**src/rtl/sdram_port_arbiter.sv**
```systemverilog
// Purpose: arbitrates the single 8-bit SDRAM port between the ioctl loader (writes) and the cassette player (reads).
// Latency: rd_req -> mem_rd 2 cycles; mem_ready -> rd_valid 2 cycles; loader writes have absolute priority.
// Backpressure: one buffered write (extra strobes dropped, sticky wr_ovf); reads coalesce to the latest address.
// Optional: define SDRAM_ARB_TIMEOUT_EN to abort a WAIT that sees no mem_ready within TIMEOUT_CYCLES cycles.
`timescale 1ns/1ps

module sdram_port_arbiter #(
    parameter int ADDR_W         = 25,
    parameter int DATA_W         = 8,
    parameter int TIMEOUT_CYCLES = 64
) (
    input  logic              clk_i,
    input  logic              reset_ni,     // asynchronous, active low
    input  logic              dl_active_i,
    input  logic              wr_stb_i,
    input  logic [ADDR_W-1:0] wr_addr_i,
    input  logic [DATA_W-1:0] wr_data_i,
    output logic              wr_ovf_o,
    input  logic              rd_req_i,
    input  logic [ADDR_W-1:0] rd_addr_i,
    output logic              rd_valid_o,
    output logic [DATA_W-1:0] rd_data_o,
    output logic [ADDR_W-1:0] mem_addr_o,
    output logic [DATA_W-1:0] mem_din_o,
    output logic              mem_we_o,
    output logic              mem_rd_o,
    input  logic [DATA_W-1:0] mem_dout_i,
    input  logic              mem_ready_i,
    output logic              busy_o
);

    typedef enum logic [1:0] {IDLE, ISSUE, WAIT, DONE} state_t;

    state_t              state_q;
    logic                cmd_wr_q;
    logic [ADDR_W-1:0]   mem_addr_q;
    logic [DATA_W-1:0]   mem_din_q;
    logic                mem_we_q;
    logic                mem_rd_q;
    logic                rd_valid_q;
    logic [DATA_W-1:0]   rd_data_q;

    // Loader holding register, cassette request latch, overflow flag
    logic                wr_pend_q, wr_pend_d;
    logic [ADDR_W-1:0]   wr_addr_q, wr_addr_d;
    logic [DATA_W-1:0]   wr_data_q, wr_data_d;
    logic                rd_pend_q, rd_pend_d;
    logic [ADDR_W-1:0]   rd_addr_q, rd_addr_d;
    logic                wr_ovf_q,  wr_ovf_d;
    logic                dl_q;

    logic                issue_wr;
    logic                issue_rd;
    logic                tmo_hit;
    logic                wr_abort;

    // A pending write always wins; reads are held off while a download runs
    assign issue_wr = (state_q == IDLE) && wr_pend_q;
    assign issue_rd = (state_q == IDLE) && !wr_pend_q && rd_pend_q && !dl_active_i;

`ifdef SDRAM_ARB_TIMEOUT_EN
    localparam logic [7:0] TMO_LAST = 8'(TIMEOUT_CYCLES - 1);
    logic [7:0] tmo_cnt_q;

    assign tmo_hit = (state_q == WAIT) && !mem_ready_i && (tmo_cnt_q == TMO_LAST);
`else
    assign tmo_hit = 1'b0;
`endif

    assign wr_abort = tmo_hit && cmd_wr_q;

    // Next-state for the request capture registers and the sticky overflow flag
    always_comb begin
        wr_pend_d = wr_pend_q;
        wr_addr_d = wr_addr_q;
        wr_data_d = wr_data_q;
        rd_pend_d = rd_pend_q;
        rd_addr_d = rd_addr_q;
        wr_ovf_d  = wr_ovf_q;

        if (issue_wr) begin
            wr_pend_d = 1'b0;
        end
        // The slot frees up on the same edge it is issued, so a strobe then is accepted
        if (wr_stb_i) begin
            if (!wr_pend_q || issue_wr) begin
                wr_pend_d = 1'b1;
                wr_addr_d = wr_addr_i;
                wr_data_d = wr_data_i;
            end
        end

        if (issue_rd) begin
            rd_pend_d = 1'b0;
        end
        // A newer request replaces an unserved one; only the latest address matters
        if (rd_req_i) begin
            rd_pend_d = 1'b1;
            rd_addr_d = rd_addr_i;
        end

        // A new download starts with a clean overflow flag; a drop in that same cycle still counts
        if (dl_active_i && !dl_q) begin
            wr_ovf_d = 1'b0;
        end
        if ((wr_stb_i && wr_pend_q && !issue_wr) || wr_abort) begin
            wr_ovf_d = 1'b1;
        end
    end

    // Request capture registers
    always_ff @(posedge clk_i or negedge reset_ni) begin
        if (!reset_ni) begin
            wr_pend_q <= 1'b0;
            wr_addr_q <= '0;
            wr_data_q <= '0;
            rd_pend_q <= 1'b0;
            rd_addr_q <= '0;
            wr_ovf_q  <= 1'b0;
            dl_q      <= 1'b0;
        end else begin
            wr_pend_q <= wr_pend_d;
            wr_addr_q <= wr_addr_d;
            wr_data_q <= wr_data_d;
            rd_pend_q <= rd_pend_d;
            rd_addr_q <= rd_addr_d;
            wr_ovf_q  <= wr_ovf_d;
            dl_q      <= dl_active_i;
        end
    end

    // Command sequencer: one SDRAM command in flight, all port outputs registered
    always_ff @(posedge clk_i or negedge reset_ni) begin
        if (!reset_ni) begin
            state_q    <= IDLE;
            cmd_wr_q   <= 1'b0;
            mem_addr_q <= '0;
            mem_din_q  <= '0;
            mem_we_q   <= 1'b0;
            mem_rd_q   <= 1'b0;
            rd_valid_q <= 1'b0;
            rd_data_q  <= '0;
`ifdef SDRAM_ARB_TIMEOUT_EN
            tmo_cnt_q  <= '0;
`endif
        end else begin
            mem_we_q   <= 1'b0;
            mem_rd_q   <= 1'b0;
            rd_valid_q <= 1'b0;
            case (state_q)
                IDLE: begin
                    if (issue_wr) begin
                        state_q    <= ISSUE;
                        cmd_wr_q   <= 1'b1;
                        mem_addr_q <= wr_addr_q;
                        mem_din_q  <= wr_data_q;
                        mem_we_q   <= 1'b1;
                    end else if (issue_rd) begin
                        state_q    <= ISSUE;
                        cmd_wr_q   <= 1'b0;
                        mem_addr_q <= rd_addr_q;
                        mem_rd_q   <= 1'b1;
                    end
                end
                // mem_ready seen here belongs to an older command and is ignored
                ISSUE: begin
                    state_q <= WAIT;
`ifdef SDRAM_ARB_TIMEOUT_EN
                    tmo_cnt_q <= '0;
`endif
                end
                WAIT: begin
                    if (mem_ready_i) begin
                        state_q <= DONE;
                        if (!cmd_wr_q) begin
                            rd_data_q <= mem_dout_i;
                        end
`ifdef SDRAM_ARB_TIMEOUT_EN
                    end else if (tmo_hit) begin
                        // Give the cassette a dummy byte so it never stalls forever
                        state_q <= IDLE;
                        if (!cmd_wr_q) begin
                            rd_data_q  <= {DATA_W{1'b1}};
                            rd_valid_q <= 1'b1;
                        end
                    end else begin
                        tmo_cnt_q <= tmo_cnt_q + 8'd1;
`endif
                    end
                end
                // rd_data was captured on the WAIT exit edge; the strobe follows it
                DONE: begin
                    state_q    <= IDLE;
                    rd_valid_q <= !cmd_wr_q;
                end
                default: state_q <= IDLE;
            endcase
        end
    end

    assign wr_ovf_o   = wr_ovf_q;
    assign rd_valid_o = rd_valid_q;
    assign rd_data_o  = rd_data_q;
    assign mem_addr_o = mem_addr_q;
    assign mem_din_o  = mem_din_q;
    assign mem_we_o   = mem_we_q;
    assign mem_rd_o   = mem_rd_q;
    assign busy_o     = (state_q != IDLE);

endmodule
```
**config.mk**
```make
export PLATFORM = sky130hd
export DESIGN_NAME = sdram_port_arbiter
export DESIGN_NICKNAME = d
export VERILOG_FILES = /design/src/rtl/sdram_port_arbiter.sv
export SDC_FILE = /design/constraint.sdc
export NUM_CORES = 1
export LEC_CHECK = 0
export CAP_MARGIN = 20
export CORE_ASPECT_RATIO = 1.1
export CORE_MARGIN = 5
export CORE_UTILIZATION = 44
export CTS_CLUSTER_DIAMETER = 60
export CTS_CLUSTER_SIZE = 8
export DETAILED_ROUTE_END_ITERATION = 10
export PLACE_DENSITY = 0.76
export SLEW_MARGIN = 30
export SYNTH_ARGS = -nofsm -noshare
export SYNTH_HDL_FRONTEND = slang
export SYNTH_SLANG_ARGS = --single-unit
```
**constraint.sdc**
```tcl
create_clock -name clk_i -period 1.7 [get_ports clk_i]
set_input_delay 0.51 -clock clk_i [delete_from_list [all_inputs] [get_ports clk_i]]
set_output_delay 0.51 -clock clk_i [all_outputs]
set_load 0.02 [all_outputs]
```
After elaboration in Yosys (flattened, before gate mapping)

Index checks and enable logic that the tools add are counted.

Memories kept: 0
Bits in writable memories: 0
Register bits after elaboration: 109
Input port bits: 72
Word-level logic and storage cells: 64
ROM bits: 0
Latch bits: 0

Equality and inequality tests: 5
Bitwise operators: 1
Shifts and indexed selects: 0
Reductions and logical operators: 23
Multiplexer cells: 20
Divide/modulo/power cells: 0
Add/sub/neg operators: 0
$lt $le $gt $ge: 0
$mul: 0

Operators with widths:

| operator                                      | number |
|---|---|
| two-way mux 25 bit                            | 2 |
| two-way mux 1 bit                             | 14 |
| case mux 2 bit (4 select lines)               | 1 |
| AND reduction 2 bit                           | 4 |
| nonzero test 2 bit                            | 4 |
| logical AND 1 bit                             | 7 |
| two-way mux 2 bit                             | 3 |
| zero test 1 bit                               | 5 |
| == test 2 bit, second input constant          | 2 |
| inequality test 3 bit, second input constant  | 1 |
| AND reduction 3 bit                           | 1 |
| == test 2 x 1 -> 1 bit, second input constant | 1 |
| zero test 2 bit                               | 1 |
| inequality test 2 bit, second input constant  | 1 |
| logical OR 1 bit                              | 1 |
| NOT 1 bit                                     | 1 |

Logic depth before layout (Yosys ltp)

Word-level depth: 7
Mapped depth: 6
Depth with buffers taken out: 5

Worst setup path before layout

No wires, ideal clock.

Path kind: reg2reg
Start point: register state_q[0]
End point: register mem_addr_q[10] (netlist: mem_addr_o[10])
Clock period less this slack: 1.663 ns
Cell stages (with the launch flop): 7
Path buffers: 1
Path slack: 0.037 ns
Arrival time: 1.538 ns
Setup time: 0.125 ns
Data required time: 1.575 ns
Path through: dfrtp_1 -> inv_1 -> ha_1 -> nand2_4 -> buf_6 -> mux2_4 -> mux2_4

Word-level cells in the longest chain between the ends: 6
Elaborated cells on any way between the ends: 8
Those cells by class: mux (1); reduce/logical (7)

Ends and longest elaborated chain:

| element                        | line        | text |
|---|---|---|
| start, declared                | 34          | `state_t state_q;` |
| start signal, assigned         | 135         | `state_q <= IDLE;` |
| start signal, assigned         | 153         | `state_q <= ISSUE;` |
| start signal, assigned         | 159         | `state_q <= ISSUE;` |
| zero test 2 bit (*)            | 58, 59, 150 |  |
| logical AND 1 bit (3 in a row) | 59          | `assign issue_rd = (state_q == IDLE) && !wr_pend_q && rd_pend_q && !dl_active_i;` |
| nonzero test 2 bit (no line)   | n/a         |  |
| AND reduction 2 bit (no line)  | n/a         |  |
| end signal, assigned           | 155         | `mem_addr_q <= wr_addr_q;` |
| end signal, assigned           | 161         | `mem_addr_q <= rd_addr_q;` |
| end, declared                  | 36          | `logic [ADDR_W-1:0] mem_addr_q;` |

Every way passes the cells marked *; elsewhere a longest branch is shown, timed or not.
A chain may end at the register's enable or synchronous reset.

Worst setup path in the final report

Start point: register state_q[1]
End point: register state_q[1]

Word-level cells in the longest chain between the ends: 6
Elaborated cells on any way between the ends: 13
Those cells by class: eq/ne (5); mux (2); reduce/logical (6)

Ends and longest elaborated chain:

| element                         | line |
|---|---|
| zero test 2 bit                 | 58, 59, 150 |
| logical AND 1 bit (3 in a row)  | 59 |
| inequality test 3 bit (no line) | n/a |
| AND reduction 2 bit (no line)   | n/a |

Several ways; a longest one is shown, not always the timed one.

==> results.toml <==
[cts]
cts_tree = "yes"
numClockSinks = 109
number_of_buffers_created_by_cts = 9
clock_tree.buffer_depth = 2
cts_hold_repair.buffers = 0
cts.root.buffer_cell = "sky130_fd_sc_hd__clkbuf_8"
worstSkewPairLatency_ns = 0.36
clk_transition_reported_paths_ns = 0.09
htreeDepth = 3

[sta]
max-slew-margin-rel_pct = 70.8
fin_worst_skew_ns = 0.00867
fmaxAchievable_ghz = 0.589
maxSlewViolCount = 0
report.final.hold_viol_count = 0
fin_crit_sh_pct = 99.9
timing_worst_slew_pin_value_ns = 0.438
setup-tns-final_ns = 0
fin_crit_ns = 1.70
slack_of_the_critical_path_ns = 0.000885
setup_viol_count_final = 0
rsz0062_at_grt = "yes"

[status]
outcome = "finished, final reports clean"

[pwr]
power_per_cell_area_mw_per_mm2 = 1760
ir_worst_vdd_mv = 0.809
cellLeakagePower_nw = 2.91
fin_total_pwr_mw = 11.2

[die]
die_w_um = 107
design.portCount = 118
dieArea_mm2 = 0.0124
core_mm2 = 0.00998
floorplan.initialDensity_pct = 45.4
rows = 38
dieHeight_um = 116

[global_routing]
track_usage_pct = 16.9
overflow = 0
grt_pass1_vias = 3053
grt_antenna_before_repair = 0
grt_start_max_net_pins = 31
grt_pass1_wl_um = 16100

[critical_path]
worstPathRequired_ns = 1.95
path_common_cell = "sky130_fd_sc_hd__buf_6"
cp.arrival_ns = 1.94
crit_path_end_kind = "flop"
cpMaxStageDelayCell = "sky130_fd_sc_hd__dfrtp_1"
cp_num_buf_inv = 3
critPathMaxFanout = 4
path_delay_family = "flip-flops"
worstPathCellList = "inv_2 -> ha_4 -> buf_6 -> buf_6 -> or2b_1 -> a2bb2oi_2 -> mux2_4"
critPathMaxStageDelay_ns = 0.40
setup.worst_path.class = "flop to flop"
worstSetupStartpointType = "flop"

[finish]
commonest_cells_after_routing_fill_and_taps_aside = "sky130_fd_sc_hd__dfrtp_1, sky130_fd_sc_hd__mux2_2, sky130_fd_sc_hd__clkdlybuf4s50_1"
flow.area_growth_from_synthesis_pct = 41.2
proportion_of_layout_cells_with_a_drive_suffix_above_1_pct = 43.0
fillCellCount = 768
final_common_cell = "sky130_fd_sc_hd__dfrtp_1"
layout_net_count = 491
diodes = 0

[routing]
total_routed_wirelength_um = 9790
viasPerCell = 5.01
postRouteAntennaNets = 0
via_count = 2711
wl_per_cell_um = 18.1
drt-initial-drc-count = 63
drc_viols = 0
detailedRoute.firstPassIterationCount = 4

[yosys]
synth_sequential_area_ratio_pct = 60.2
synth.cell_area_mm2 = 0.00453
yosys.cell_types.count = 24
yosys_reg_bits = 109
synth_warnings = 0
avgSynthCellArea_um2 = 16.7
postSynthNetCount = 346
synth_cells = 271

[hold_path]
worst_hold_path_type = "primary input to asynchronous set/reset pin"

[place]
place.port_buffers = 117
globalplace.congestion = 0.750
hpwl_um = 6900
dpl_worst_slack_ns = -0.288

[flow_run]
cap_violations = 0
[metrics by stage]
stage | cell area (um^2) | util, % | hold slack, ns | cells
6_report | 6400 | 64.1 | 0.0855 | 541
2_1_floorplan | 4530 | - | 0.214 | 271
5_1_grt | 6400 | 64.1 | 0.0917 | 541
4_1_cts | 6350 | 63.6 | 0.0850 | 540
3_3_place_gp | 6060 | 60.7 | 0.431 | 518
3_5_place_dp | 6060 | 60.7 | 0.446 | 518
[path summary, 6_finish.rpt]
kind / startpoint / to / slack [ns] / depth (start not counted)
max in group asynchronous: reset_ni / wr_data_q[3]$_DFFE_PN0P_ / 1.03 / 2
worst min-delay path: reset_ni / rd_data_o[7]$_DFFE_PN0P_ / 0.09 / 1
min in group clk_i: cmd_wr_q$_DFFE_PN0P_ / rd_valid_o$_DFF_PN0_ / 0.46 / 1
worst max-delay path: state_q[1]$_DFFE_PN0P_ / state_q[1]$_DFFE_PN0P_ / 0.0009 / 7
worst min register to register: cmd_wr_q$_DFFE_PN0P_ / rd_valid_o$_DFF_PN0_ / 0.46 / 1
worst max register to register: state_q[1]$_DFFE_PN0P_ / state_q[1]$_DFFE_PN0P_ / 0.0009 / 7
[routing by layer]
metal | up-vias | global-route usage [%] | wire (um)
met1 | 1368 | 20.5 | 4030
met3 | 12 | 4.09 | 561
met4 | 0 | 6.31 | 185
met5 | - | 0 | 0
met2 | 80 | 29.3 | 5010
li1 | 1251 | - | -
[area by class of cell]
| type | instances | area, um^2 | area share (%) |
|---|---|---|---|
| Tap cell | 120 | 150 | 2.35 |
| Timing Repair Buffer | 145 | 1520 | 23.7 |
| Clock inverter | 3 | 17.5 | 0.274 |
| Sequential cell | 109 | 2730 | 42.6 |
| Inverter | 5 | 21.3 | 0.333 |
| Multi-Input combinational cell | 146 | 1790 | 27.9 |
| Clock buffer | 13 | 179 | 2.80 |
[worst register-to-register path: cells and delay by family, from the launching register on]
family / cells / cell delay [ns]
flops: 1 / 0.40
compound gates: 1 / 0.18
simple gates: 1 / 0.25
mux: 1 / 0.31
fa+ha+maj: 1 / 0.14
buf+inv: 3 / 0.31
[flip-flops by register name, summed over array words and instances, names as in the netlist, 2 cells and up]
register    flops
wr_data_q       8
wr_addr_q      25
mem_addr_o     25
state_q         2
rd_addr_q      25
rd_data_o       8
mem_din_o       8
[synth_stat cells]
cell / count / share of area [%]
sky130_fd_sc_hd__o22a_2: 1 / 0.22
sky130_fd_sc_hd__ha_1: 3 / 0.83
sky130_fd_sc_hd__o21a_1: 1 / 0.17
sky130_fd_sc_hd__a2bb2oi_1: 1 / 0.19
sky130_fd_sc_hd__inv_2: 1 / 0.083
sky130_fd_sc_hd__nand3b_1: 1 / 0.17
sky130_fd_sc_hd__inv_1: 4 / 0.33
sky130_fd_sc_hd__mux2_4: 36 / 12
sky130_fd_sc_hd__buf_4: 3 / 0.50
sky130_fd_sc_hd__nor2b_1: 2 / 0.28
sky130_fd_sc_hd__nand2_2: 1 / 0.14
sky130_fd_sc_hd__buf_2: 5 / 0.55
sky130_fd_sc_hd__nand2_1: 1 / 0.083
sky130_fd_sc_hd__a21o_1: 1 / 0.17
sky130_fd_sc_hd__nand2_4: 1 / 0.25
sky130_fd_sc_hd__mux2_2: 89 / 22
sky130_fd_sc_hd__a32o_1: 1 / 0.22
sky130_fd_sc_hd__dfrtp_1: 109 / 60
sky130_fd_sc_hd__o21ai_0: 1 / 0.11
sky130_fd_sc_hd__nor3b_1: 1 / 0.17
sky130_fd_sc_hd__clkbuf_1: 1 / 0.083
sky130_fd_sc_hd__or2b_1: 1 / 0.17
sky130_fd_sc_hd__nand2b_1: 4 / 0.55
sky130_fd_sc_hd__buf_6: 2 / 0.50
[where the power goes]
part | switching (mW) | total [mW] | internal (mW)
Clock | 0.831 | 1.52 | 0.690
Combinational | 2.26 | 5.50 | 3.24
Sequential | 0.569 | 4.22 | 3.65
Total | 3.66 | 11.2 | 7.58
[cell families after synthesis]
family                   count (synthesis)  share of synthesized area [%]
AO/OA/AOI/OAI                            6                           1.08
adder cells (fa/ha/maj)                  3                          0.829
buffers and inverters                   16                           2.04
flip-flops                             109                           60.2
multiplexers                           125                           34.1
AND/OR/NAND/NOR                         12                           1.80
[repair_timing]
item                                   CTS  global route
endpoints found under the hold margin    0             0
cloned                                   3             0
resized for setup                       62            13
pin swaps                                2             1
setup endpoints to repair              107            44
setup buffers                            3             2
Note: power is estimated with default switching activity, not from simulation.
